===== config.mk =====
export PLATFORM = sky130hd
export DESIGN_NAME = id_issue_sequencer
export DESIGN_NICKNAME = d
export VERILOG_FILES = /design/src/rtl/id_issue_sequencer.sv
export SDC_FILE = /design/constraint.sdc
export NUM_CORES = 1
export LEC_CHECK = 0
export CAP_MARGIN = 20
export CELL_PAD_IN_SITES_DETAIL_PLACEMENT = 1
export CELL_PAD_IN_SITES_GLOBAL_PLACEMENT = 1
export CORE_MARGIN = 8
export CORE_UTILIZATION = 37
export CTS_CLUSTER_DIAMETER = 50
export DETAILED_ROUTE_END_ITERATION = 12
export GPL_TIMING_DRIVEN = 0
export PLACE_DENSITY = 0.82
export SLEW_MARGIN = 20
export SYNTH_ARGS = -nofsm -noshare
export SYNTH_HDL_FRONTEND = slang
export SYNTH_SLANG_ARGS = --single-unit

===== constraint.sdc =====
create_clock -name CLK -period 3.4 [get_ports CLK]
set_input_delay 0.68 -clock CLK [delete_from_list [all_inputs] [get_ports CLK]]
set_output_delay 0.68 -clock CLK [all_outputs]
set_load 0.01 [all_outputs]

===== src/rtl/id_issue_sequencer.sv =====
// ID-stage issue controller: issues decoded instructions to EXE, inserts bubbles on
// RAW/load-use hazards and serialises syscall-class instructions through a drain sequence.
module id_issue_sequencer #(
    parameter int BUBBLE_DEPTH   = 4,
    parameter int REG_W          = 5,
    parameter bit HAS_FORWARDING = 1'b1,
    parameter int STALL_CNT_W    = 32
) (
    input  logic                   CLK,
    input  logic                   RESET,
    input  logic                   FLUSH,
    input  logic                   Instr_valid_IN,
    input  logic                   Syscall_IN,
    input  logic                   LLSC_IN,
    input  logic [REG_W-1:0]       RegA_IN,
    input  logic [REG_W-1:0]       RegB_IN,
    input  logic                   UseA_IN,
    input  logic                   UseB_IN,
    input  logic [REG_W-1:0]       EXE_WriteReg_IN,
    input  logic                   EXE_RegWrite_IN,
    input  logic                   EXE_MemRead_IN,
    input  logic [REG_W-1:0]       MEM_WriteReg_IN,
    input  logic                   MEM_RegWrite_IN,
    output logic                   Issue_OUT,
    output logic                   Bubble_OUT,
    output logic                   Sys_Issue_OUT,
    output logic                   SYS,
    output logic                   WANT_FREEZE,
    output logic [1:0]             State_OUT,
    output logic [STALL_CNT_W-1:0] Stall_count_OUT
);

    localparam int               CNT_W      = $clog2(BUBBLE_DEPTH + 1);
    localparam logic [CNT_W-1:0] DRAIN_INIT = CNT_W'(BUBBLE_DEPTH - 1);
    localparam logic [CNT_W-1:0] DRAIN_LAST = CNT_W'(1);

    typedef enum logic [1:0] {
        ST_IDLE    = 2'd0,
        ST_DRAIN   = 2'd1,
        ST_SIGNAL  = 2'd2,
        ST_RELEASE = 2'd3
    } state_t;

    state_t           state;
    logic [CNT_W-1:0] drain_cnt;

    logic src_a;
    logic src_b;
    logic exe_hit;
    logic mem_hit;
    logic hz;
    logic sys_req;

    // Register 0 is hardwired to zero, so reading it can never create a dependency.
    assign src_a   = Instr_valid_IN && UseA_IN && (RegA_IN != '0);
    assign src_b   = Instr_valid_IN && UseB_IN && (RegB_IN != '0);
    assign sys_req = Instr_valid_IN && Syscall_IN;

    always_comb begin
        // NOTE: every variable gets a value before any branch so no latch is inferred.
        exe_hit = (src_a && (RegA_IN == EXE_WriteReg_IN)) ||
                  (src_b && (RegB_IN == EXE_WriteReg_IN));
        mem_hit = (src_a && (RegA_IN == MEM_WriteReg_IN)) ||
                  (src_b && (RegB_IN == MEM_WriteReg_IN));
        hz      = 1'b0;
        if (HAS_FORWARDING) begin
            hz = exe_hit && EXE_RegWrite_IN && EXE_MemRead_IN;
        end else begin
            hz = (exe_hit && EXE_RegWrite_IN) || (mem_hit && MEM_RegWrite_IN);
        end
    end

    // SIGNAL and RELEASE fall outside both terms, which releases fetch for the hand-off.
    assign WANT_FREEZE = (state == ST_DRAIN) ||
                         ((state == ST_IDLE) && (sys_req || hz));
    assign State_OUT   = state;

    // NOTE: sequential state uses non-blocking assignments so all registers update together.
    always_ff @(posedge CLK) begin
        if (RESET) begin
            state           <= ST_IDLE;
            drain_cnt       <= '0;
            Issue_OUT       <= 1'b0;
            Bubble_OUT      <= 1'b0;
            Sys_Issue_OUT   <= 1'b0;
            SYS             <= 1'b0;
            Stall_count_OUT <= '0;
        end else if (FLUSH) begin
            // NOTE: a flush discards the in-flight sequence but keeps the performance count.
            state         <= ST_IDLE;
            drain_cnt     <= '0;
            Issue_OUT     <= 1'b0;
            Bubble_OUT    <= 1'b0;
            Sys_Issue_OUT <= 1'b0;
            SYS           <= 1'b0;
        end else begin
            Issue_OUT     <= 1'b0;
            Bubble_OUT    <= 1'b0;
            Sys_Issue_OUT <= 1'b0;
            SYS           <= 1'b0;
            case (state)
                ST_IDLE: begin
                    if (sys_req) begin
                        state      <= ST_DRAIN;
                        drain_cnt  <= DRAIN_INIT;
                        Bubble_OUT <= 1'b1;
                    end else if (hz) begin
                        Bubble_OUT <= 1'b1;
                        if (Stall_count_OUT != '1) begin
                            Stall_count_OUT <= Stall_count_OUT + STALL_CNT_W'(1);
                        end
                    end else begin
                        Issue_OUT <= Instr_valid_IN;
                    end
                end
                ST_DRAIN: begin
                    Bubble_OUT <= 1'b1;
                    if (drain_cnt == DRAIN_LAST) begin
                        state <= ST_SIGNAL;
                    end else begin
                        drain_cnt <= drain_cnt - CNT_W'(1);
                    end
                end
                ST_SIGNAL: begin
                    SYS        <= !LLSC_IN;
                    Bubble_OUT <= 1'b1;
                    state      <= ST_RELEASE;
                end
                ST_RELEASE: begin
                    Issue_OUT     <= 1'b1;
                    Sys_Issue_OUT <= 1'b1;
                    state         <= ST_IDLE;
                end
                default: state <= ST_IDLE;
            endcase
        end
    end

endmodule


==> metrics.csv, run 1 <==
stage;metric;value;unit
die;fp.dieArea;9031;um2
timing;fmax;302.1;MHz
die;die_y;95.03;um
worst_setup_path;critical_path_class;primary input to output port;
timing;drv_slew;0;
place;io_buffer_count;62;
timing;tightest_slew;545.4;ps
global_routing;track_usage;0.1554;
routing;drt-total-wl;6778;um
synth;synthMostInstantiatedCell;dfxtp_1;
synth;synth-main-ff-cell;dfxtp_1;
synth;synth-compound-area-share;0.1749;
routing;dr.pass1.iters;4;
place;place_inst;418;
synth;netlist_area;2311;um2
synth;synth_top_family_by_area;simple AND/OR/NAND/NOR gates;
worst_hold_path;hp-class;flop to flop;
clock_network;cts_tree;done;
worst_hold_path;whs_endpoint;drain_cnt[1];
worst_hold_path;hold-path-cell-count;2;
clock_network;path_clk_slew;80;ps
synth;ys_seq_elements;41;
clock_network;h-tree-depth;2;
global_routing;gr-total-overflow;0;
worst_setup_path;reg2reg_depth;10;
power;vdd_drop_max;0.0001696;V
timing;final.setup_skew;4.986;ps
synth;synthXorXnorAreaFrac;0.04169;
routing;initialDrtViolationCount;80;
routing;wl_per_cell;15.91;um
die;core_area;5991;um2
synth;synth_nets;320;
synth;synthArstFlopShare;0;
layout;area_growth_syn_to_layout;36.38;%
routing;wl_met1;2989;um
place;gp_congestion;0.7635;
timing;setup_violations;0;
worst_setup_path;r2r_start;Stall_count_OUT[0];
routing;top_layer_used;met4;
layout;drive_gt1_frac;0.06838;
synth;synth_edf_count;0;
worst_setup_path;worstPathArrival;2630;ps
timing;period_needed;3310;ps
clock_network;clk_path_buf_depth;2;
global_routing;antenna_found_initial;0;
routing;drc_errors;0;
worst_setup_path;end_kind;output port;
timing;whs;504.6;ps
power;leakagePower;1.024;nW
global_routing;grt_pass1_wl;11300;um
routing;via_per_inst;5.371;
timing;finalHoldViolations;0;
synth;synth_cell_types;44;
power;power.density;319.0;nW/um2
synth;synth_area_leaders;dfxtp_1 (36%), or3_1 (6.2%), a21oi_1 (5.4%);
synth;netlist_top_cells_count;dfxtp_1 (41), a21oi_1 (25), or3_1 (23), nor2_1 (22), nand2_1 (20);
clock_network;postCtsSetupRepairBufs;0;
worst_setup_path;r2r-end;Stall_count_OUT[1];
timing;max_slew_margin;0.6356;
worst_setup_path;cp_max_fo;3;
routing;num_vias;2288;
global_routing;first_global_vias;2444;
clock_network;clock_sinks;41;
timing;rsz0062_at_grt;no;
routing;antenna_left;0;
outcome;status;finished, final reports clean;
synth;yosysWarnings;0;
die;initial_core_util;0.3858;
place;post-dp-hpwl;5326;um
place;placed_area;3025;um2
routing;wl_met3;348;um
synth;syn_area_per_cell;8.224;um2
die;rows;28;
synth;synth_area_leader_cell;dfxtp_1;
die;io_pins;70;
die;die_x;95.03;um
clock_network;clock_tree.root_cell;clkbuf_8;
synth;synthAdderAreaFrac;0.04331;
worst_setup_path;ff2ff_setup_slack;820;ps
layout;nets;389;
layout;finalNonFillerCells;426;
global_routing;grt_max_degree;13;
timing;fin_crit_sh;0.9736;
synth;ys_seq_area_frac;0.3552;
layout;diodes;0;
routing;wl_met2;3363;um
worst_setup_path;startpoint_type;primary input;
synth;synthMuxAreaShare;0.02815;
clock_network;insertion_delay;300;ps
worst_setup_path;cp_data_required_time;2720;ps
run;cap_violations;0;
worst_hold_path;min-delay-start;drain_cnt[1];
synth;synth-simple-area-share;0.3059;
clock_network;numCtsBuffers;5;
synth;synth_top_cell_area_share;0.3552;
layout;fin_area;3152;um2
synth;netlist_instances;281;
==> registers in the layout, summed over array words and instances, names as in the netlist <==
name,flops
Stall_count_OUT,32
Sys_Issue_OUT,1
drain_cnt,3
State_OUT,2
Bubble_OUT,1
SYS,1
Issue_OUT,1
==> power by group <==
group | switching (mW) | internal [mW] | leakage [nW]
Combinational | 0.0498 | 0.0517 | 0.635
Clock | 0.178 | 0.240 | 0.0585
Sequential | 0.00266 | 0.483 | 0.331
Total | 0.231 | 0.775 | 1.02
==> repair_timing <==
| action | CTS | global route |
|---|---|---|
| endpoints found under the setup margin | 1 | 1 |
| hold buffers | 0 | 0 |
| resized for setup | 4 | 1 |
| pin swaps | 4 | 2 |
==> worst max-delay path: stages <==
cell and delay (ps):
clkdlybuf4s50_1 440, or4_4 570, a21oi_4 190, nor4_4 80, o21ba_4 240, o21ai_2 140
nand2_1 70, clkdlybuf4s15_1 230
==> metal layers <==
metal / track usage / up-vias
li1: - / 1145
met1: 0.1718 / 1095
met2: 0.2833 / 43
met3: 0.04009 / 5
met4: 0.04941 / 0
met5: 0 / -
==> final cells by class <==
cell class	count	area (um2)
multi-input combinational	217	1383
tap	75	93.84
buffer	12	76.32
clock inverter	1	30.03
clock buffer	7	86.33
fill	744	2839
inverter	11	41.29
timing repair buffer	62	620.6
sequential	41	820.8
==> placed cells by master (no fill, tap or decap), types with 6 or more instances in the layout <==
cell and instances:
a21oi_1 25, and3_1 6, clkbuf_1 7, clkbuf_8 6, clkdlybuf4s50_1 61, dfxtp_1 41, ha_1 8, inv_1 11
nand2_1 20, nand3_1 16, nand4_1 8, nor2_1 22, nor2b_1 6, o21ai_0 12, o21ai_1 14, or3_1 23
xnor2_1 7
==> logic make-up (layout without fill, tap and decap cells) <==
kind of cell / count (synthesis) / after routing
and+or+nand+nor: 126 / 126
AOI/OAI and AO/OA: 66 / 66
DFF: 41 / 41
buffers and inverters: 23 / 93
xor gates and xnor gates: 11 / 11
adders and majority gates: 8 / 8
muxes: 6 / 6
==> worst max-delay path by stage <==
stage	start	endpoint	cells after the start
6_report	RegB_IN[1]	WANT_FREEZE	8
5_1_grt	RegB_IN[1]	WANT_FREEZE	8
4_1_cts	RegB_IN[3]	WANT_FREEZE	8
3_5_place_dp	RegB_IN[0]	WANT_FREEZE	8
3_3_place_gp	RegB_IN[0]	WANT_FREEZE	8
2_1_floorplan	RegB_IN[0]	WANT_FREEZE	6
==> metrics by stage <==
stage            util  setup TNS, ps  total power [mW]  setup WS [ps]
2_1_floorplan       -              0            0.5478          736.3
3_3_place_gp   0.5050         -324.3            0.5958         -324.3
3_5_place_dp   0.5050         -327.4            0.5994         -327.4
4_1_cts        0.5259              0             1.020          3.810
5_1_grt        0.5261              0             1.046          11.88
6_report       0.5261              0             1.005          89.90
No activity file was read; power rests on OpenSTA's default activity.
==> inputs of run 2 (changes only) <==
--- a/config.mk
+++ b/config.mk
@@ -12,7 +12,6 @@
 export CORE_UTILIZATION = 37
 export CTS_CLUSTER_DIAMETER = 50
 export DETAILED_ROUTE_END_ITERATION = 12
-export GPL_TIMING_DRIVEN = 0
 export PLACE_DENSITY = 0.82
 export SLEW_MARGIN = 20
 export SYNTH_ARGS = -nofsm -noshare
==> metrics.csv, run 2 (synthesis results as in run 1) <==
stage;metric;value;unit
outcome;status;finished, final reports clean;
worst_setup_path;end_kind;output port;
worst_setup_path;cp_max_fo;2;
routing;drt-total-wl;6870;um
die;initial_core_util;0.3858;
worst_setup_path;ff2ff_setup_slack;760;ps
die;die_y;95.03;um
timing;max_slew_margin;0.5950;
timing;tightest_slew;607.5;ps
routing;initialDrtViolationCount;83;
worst_hold_path;min-delay-start;drain_cnt[0];
die;fp.dieArea;9031;um2
die;die_x;95.03;um
global_routing;track_usage;0.1550;
layout;seq_area;820.8;um2
power;power.density;317.4;nW/um2
routing;antenna_left;0;
global_routing;first_global_vias;2459;
routing;via_per_inst;5.397;
layout;nets;389;
layout;fillers;733;
layout;final_common_cell;clkdlybuf4s50_1;
place;io_buffer_count;63;
global_routing;grt_pass1_wl;11410;um
layout;drive_gt1_frac;0.08262;
place;place_inst;418;
power;vdd_drop_max;0.0001973;V
timing;finalHoldViolations;0;
place;placed_area;3054;um2
die;rows;28;
worst_hold_path;hold-path-cell-count;1;
place;post-dp-hpwl;5169;um
global_routing;gr-total-overflow;0;
timing;fin_crit_sh;0.9614;
place;gp_congestion;0.7501;
clock_network;insertion_delay;300;ps
clock_network;hold_buffers;0;
clock_network;cts_tree;done;
global_routing;grt_max_degree;38;
worst_setup_path;r2r_start;Stall_count_OUT[0];
layout;multi_input_area;1376;um2
worst_setup_path;worstPathArrival;2590;ps
die;io_pins;70;
layout;regMostFlops;Stall_count_OUT;
routing;wl_per_cell;16.13;um
timing;rsz0062_at_grt;no;
worst_hold_path;whs_endpoint;drain_cnt[0];
layout;diodes;0;
clock_network;path_clk_slew;80;ps
timing;period_needed;3269;ps
timing;fmax;305.9;MHz
run;cap_violations;0;
clock_network;h-tree-depth;2;
clock_network;numCtsBuffers;5;
power;leakagePower;1.048;nW
clock_network;clock_sinks;41;
routing;dr.pass1.iters;6;
timing;final.setup_skew;8.350;ps
power;p_total;1.007;mW
worst_setup_path;cp_data_required_time;2720;ps
timing;setup_violations;0;
worst_hold_path;hp-class;flop to flop;
layout;largest_reg_flops;32;
routing;num_vias;2299;
clock_network;clock_tree.root_cell;clkbuf_8;
routing;drc_errors;0;
timing;drv_slew;0;
worst_setup_path;reg2reg_depth;8;
layout;area_growth_syn_to_layout;37.36;%
die;core_area;5991;um2
clock_network;clk_path_buf_depth;2;
layout;finalNonFillerCells;426;
worst_setup_path;startpoint_type;primary input;
worst_setup_path;r2r-end;Stall_count_OUT[14];
layout;fin_area;3174;um2
worst_setup_path;critical_path_class;primary input to output port;
clock_network;postCtsSetupRepairBufs;0;
global_routing;antenna_found_initial;0;
layout;layout_common_cells;clkdlybuf4s50_1 (62), dfxtp_1 (41), a21oi_1 (25), or3_1 (23), nor2_1 (22);
## run 2: changes by cell type in the layout (fill, tap and decap cells not counted), sizes merged
| cell | delta |
|---|---|
| clkbuf | -6 |
| clkdlybuf4s50 | +1 |
| buf | +5 |
## run 2: layout make-up
type,count,area share
Clock buffer,7,0.02720
Timing Repair Buffer,74,0.2286
Multi-Input combinational cell,217,0.4336
Clock inverter,1,0.009460
Tap cell,75,0.02956
Sequential cell,41,0.2586
Inverter,11,0.01301
## run 2: timing repair
action | CTS | global route
cloned | 0 | 0
endpoints found under the hold margin | 0 | 0
gates resized for setup | 2 | 2
pin swaps | 1 | 1
endpoints found under the setup margin | 1 | 1
## run 2: critical path, stage by stage
cell             delay, ps
clkdlybuf4s50_1        420
or4_4                  560
a21oi_4                180
nor4_4                  70
o21ba_2                230
o21ai_2                150
nand2_1                 60
clkdlybuf4s15_1        220
## run 2: worst max-delay path by stage
stage | startpoint | endpoint | cells after the start
6_report | RegB_IN[0] | WANT_FREEZE | 8
4_1_cts | RegB_IN[0] | WANT_FREEZE | 8
3_5_place_dp | RegB_IN[0] | WANT_FREEZE | 8
5_1_grt | RegB_IN[0] | WANT_FREEZE | 8
3_3_place_gp | RegB_IN[0] | WANT_FREEZE | 8
2_1_floorplan | RegB_IN[0] | WANT_FREEZE | 6
## run 2: power by group
group	internal (mW)	leakage, nW	switching, mW
Sequential	0.483	0.331	0.00268
Clock	0.240	0.0585	0.173
Combinational	0.0578	0.659	0.0508
## run 2: through the flow
stage / hold slack (ps) / worst slack [ps] / setup TNS, ps / util
after floorplan: 466.3 / 736.3 / 0 / -
after global placement: 489.4 / -179.0 / -179.0 / 0.5098
after detailed placement: 497.6 / -212.4 / -212.4 / 0.5098
after CTS: 509.3 / 25.73 / 0 / 0.5290
after global routing: 535.0 / 20.02 / 0 / 0.5299
final: 512.7 / 131.1 / 0 / 0.5299
## run 2: layer usage
metal / GRT usage / up-vias / routed length, um
met1: 0.1767 / 1107 / 2938
met4: 0.03251 / 0 / 57
met5: 0 / - / 0
li1: - / 1142 / -
met3: 0.04481 / 7 / 365
met2: 0.2798 / 43 / 3508
==> inputs of run 3 (changes only) <==
--- a/config.mk
+++ b/config.mk
@@ -10,6 +10,7 @@
 export CELL_PAD_IN_SITES_GLOBAL_PLACEMENT = 1
 export CORE_MARGIN = 8
 export CORE_UTILIZATION = 37
+export CTS_BUF_LIST = sky130_fd_sc_hd__clkbuf_4 sky130_fd_sc_hd__clkbuf_8 sky130_fd_sc_hd__clkbuf_16
 export CTS_CLUSTER_DIAMETER = 50
 export DETAILED_ROUTE_END_ITERATION = 12
 export PLACE_DENSITY = 0.82
==> metrics.csv, run 3 (synthesis results as in run 1) <==
stage;metric;value;unit
die;core_area;5991;um2
clock_network;path_clk_slew;80;ps
worst_setup_path;cp_data_required_time;2720;ps
layout;nets;389;
clock_network;clock_sinks;41;
timing;worst_slack;131.1;ps
layout;diodes;0;
clock_network;postCtsSetupRepairBufs;0;
routing;initialDrtViolationCount;92;
power;power.density;319.6;nW/um2
routing;antenna_left;0;
routing;drc_errors;0;
run;cap_violations;0;
worst_setup_path;startpoint_type;primary input;
layout;final_common_cell;clkdlybuf4s50_1;
timing;fin_crit_sh;0.9614;
clock_network;h-tree-depth;2;
clock_network;clock_tree.root_cell;clkbuf_8;
worst_setup_path;cp_max_fo;2;
die;die_x;95.03;um
timing;rsz0062_at_grt;no;
outcome;status;finished, final reports clean;
global_routing;antenna_found_initial;0;
die;rows;28;
worst_setup_path;critical_path_class;primary input to output port;
global_routing;track_usage;0.1550;
timing;drv_slew;0;
routing;dr.pass1.iters;6;
worst_hold_path;min-delay-start;drain_cnt[0];
layout;area_growth_syn_to_layout;37.52;%
layout;layout_common_cells;clkdlybuf4s50_1 (62), dfxtp_1 (41), a21oi_1 (25), or3_1 (23), nor2_1 (22);
place;post-place-ws;-212.4;ps
timing;max_slew_margin;0.5943;
clock_network;clk_path_buf_depth;2;
die;io_pins;70;
worst_setup_path;crit_path_cell_trace;clkdlybuf4s50_1 -> or4_4 -> a21oi_4 -> nor4_4 -> o21ba_2 -> o21ai_2 -> nand2_1 -> clkdlybuf4s15_1;
worst_setup_path;r2r_start;Stall_count_OUT[0];
worst_setup_path;worstPathArrival;2590;ps
power;leakagePower;1.052;nW
layout;largest_reg_flops;32;
clock_network;cts_tree;done;
timing;tightest_slew;608.5;ps
worst_setup_path;ff2ff_setup_slack;760;ps
power;vdd_drop_max;0.0001977;V
worst_setup_path;reg2reg_depth;8;
timing;setup_violations;0;
timing;fmax;305.9;MHz
routing;wl_per_cell;16.16;um
place;io_buffer_count;63;
timing;final.setup_skew;8.350;ps
power;p_total;1.016;mW
global_routing;grt_pass1_wl;11430;um
worst_setup_path;cpPeakStageDelay;560;ps
worst_hold_path;hold-path-cell-count;1;
global_routing;grt_max_degree;38;
place;post-dp-hpwl;5169;um
clock_network;insertion_delay;300;ps
timing;tns;0;ps
routing;num_vias;2302;
worst_setup_path;r2r-end;Stall_count_OUT[14];
worst_hold_path;whs_endpoint;drain_cnt[0];
global_routing;gr-total-overflow;0;
routing;drt-total-wl;6883;um
layout;drive_gt1_frac;0.08547;
timing;period_needed;3269;ps
clock_network;hold_buffers;0;
worst_setup_path;end_kind;output port;
layout;regMostFlops;Stall_count_OUT;
timing;finalHoldViolations;0;
routing;via_per_inst;5.404;
worst_hold_path;hp-class;flop to flop;
die;initial_core_util;0.3858;
global_routing;first_global_vias;2454;
clock_network;numCtsBuffers;5;
worst_setup_path;critPathSlowestCell;or4_4;
place;gp_congestion;0.7501;
die;die_y;95.03;um
die;fp.dieArea;9031;um2
[run 3: cell counts in the layout (fill, tap and decap cells not counted)]
No cell type changed its count.
[run 3: worst max-delay path, delay by kind of cell]
family                 cells  cell delay [ps]
AO/OA/AOI/OAI              3              560
buffers and inverters      2              640
AND/OR/NAND/NOR            3              690
[run 3: routing by layer]
layer / global-route usage / vias up / share of wire
met4: 0.03251 / 0 / 0.0083
met5: 0 / - / 0
li1: - / 1143 / -
met1: 0.1763 / 1109 / 0.43
met2: 0.2804 / 43 / 0.51
met3: 0.04481 / 7 / 0.053
[run 3: worst max path at each step]
stage / from / to / slack, ps / depth (start not counted)
after floorplan: RegB_IN[0] / WANT_FREEZE / 740 / 6
after global placement: RegB_IN[0] / WANT_FREEZE / -180 / 8
after detailed placement: RegB_IN[0] / WANT_FREEZE / -210 / 8
after CTS: RegB_IN[0] / WANT_FREEZE / 30 / 8
after global routing: RegB_IN[0] / WANT_FREEZE / 20 / 8
final: RegB_IN[0] / WANT_FREEZE / 130 / 8
[run 3: report_power, final]
part	switching [mW]	leakage, nW	total (mW)	internal, mW
Clock	0.174	0.0619	0.421	0.248
Sequential	0.00268	0.331	0.486	0.483
Combinational	0.0508	0.659	0.109	0.0578
Total	0.227	1.05	1.02	0.789
[run 3: final cells by class]
| cell class | instances | area (um2) |
|---|---|---|
| tap | 75 | 93.84 |
| sequential | 41 | 820.8 |
| timing repair buffer | 74 | 725.7 |
| fill | 734 | 2813 |
| multi-input combinational | 217 | 1376 |
| clock inverter | 1 | 30.03 |
| clock buffer | 7 | 90.09 |
| inverter | 11 | 41.29 |
[run 3: repair_timing]
action                                  4_1_cts  5_1_grt
gates resized for setup                       2        2
pin swaps                                     1        1
endpoints found under the setup margin        1        1
[run 3: through the flow]
stage | instance area [um2] | util | std cells | hold slack (ps)
final | 3178 | 0.5305 | 426 | 512.7
after global routing | 3178 | 0.5305 | 426 | 535.0
after floorplan | 2311 | - | 281 | 466.3
after detailed placement | 3054 | 0.5098 | 418 | 497.6
after global placement | 3054 | 0.5098 | 418 | 489.4
after CTS | 3173 | 0.5297 | 426 | 509.3
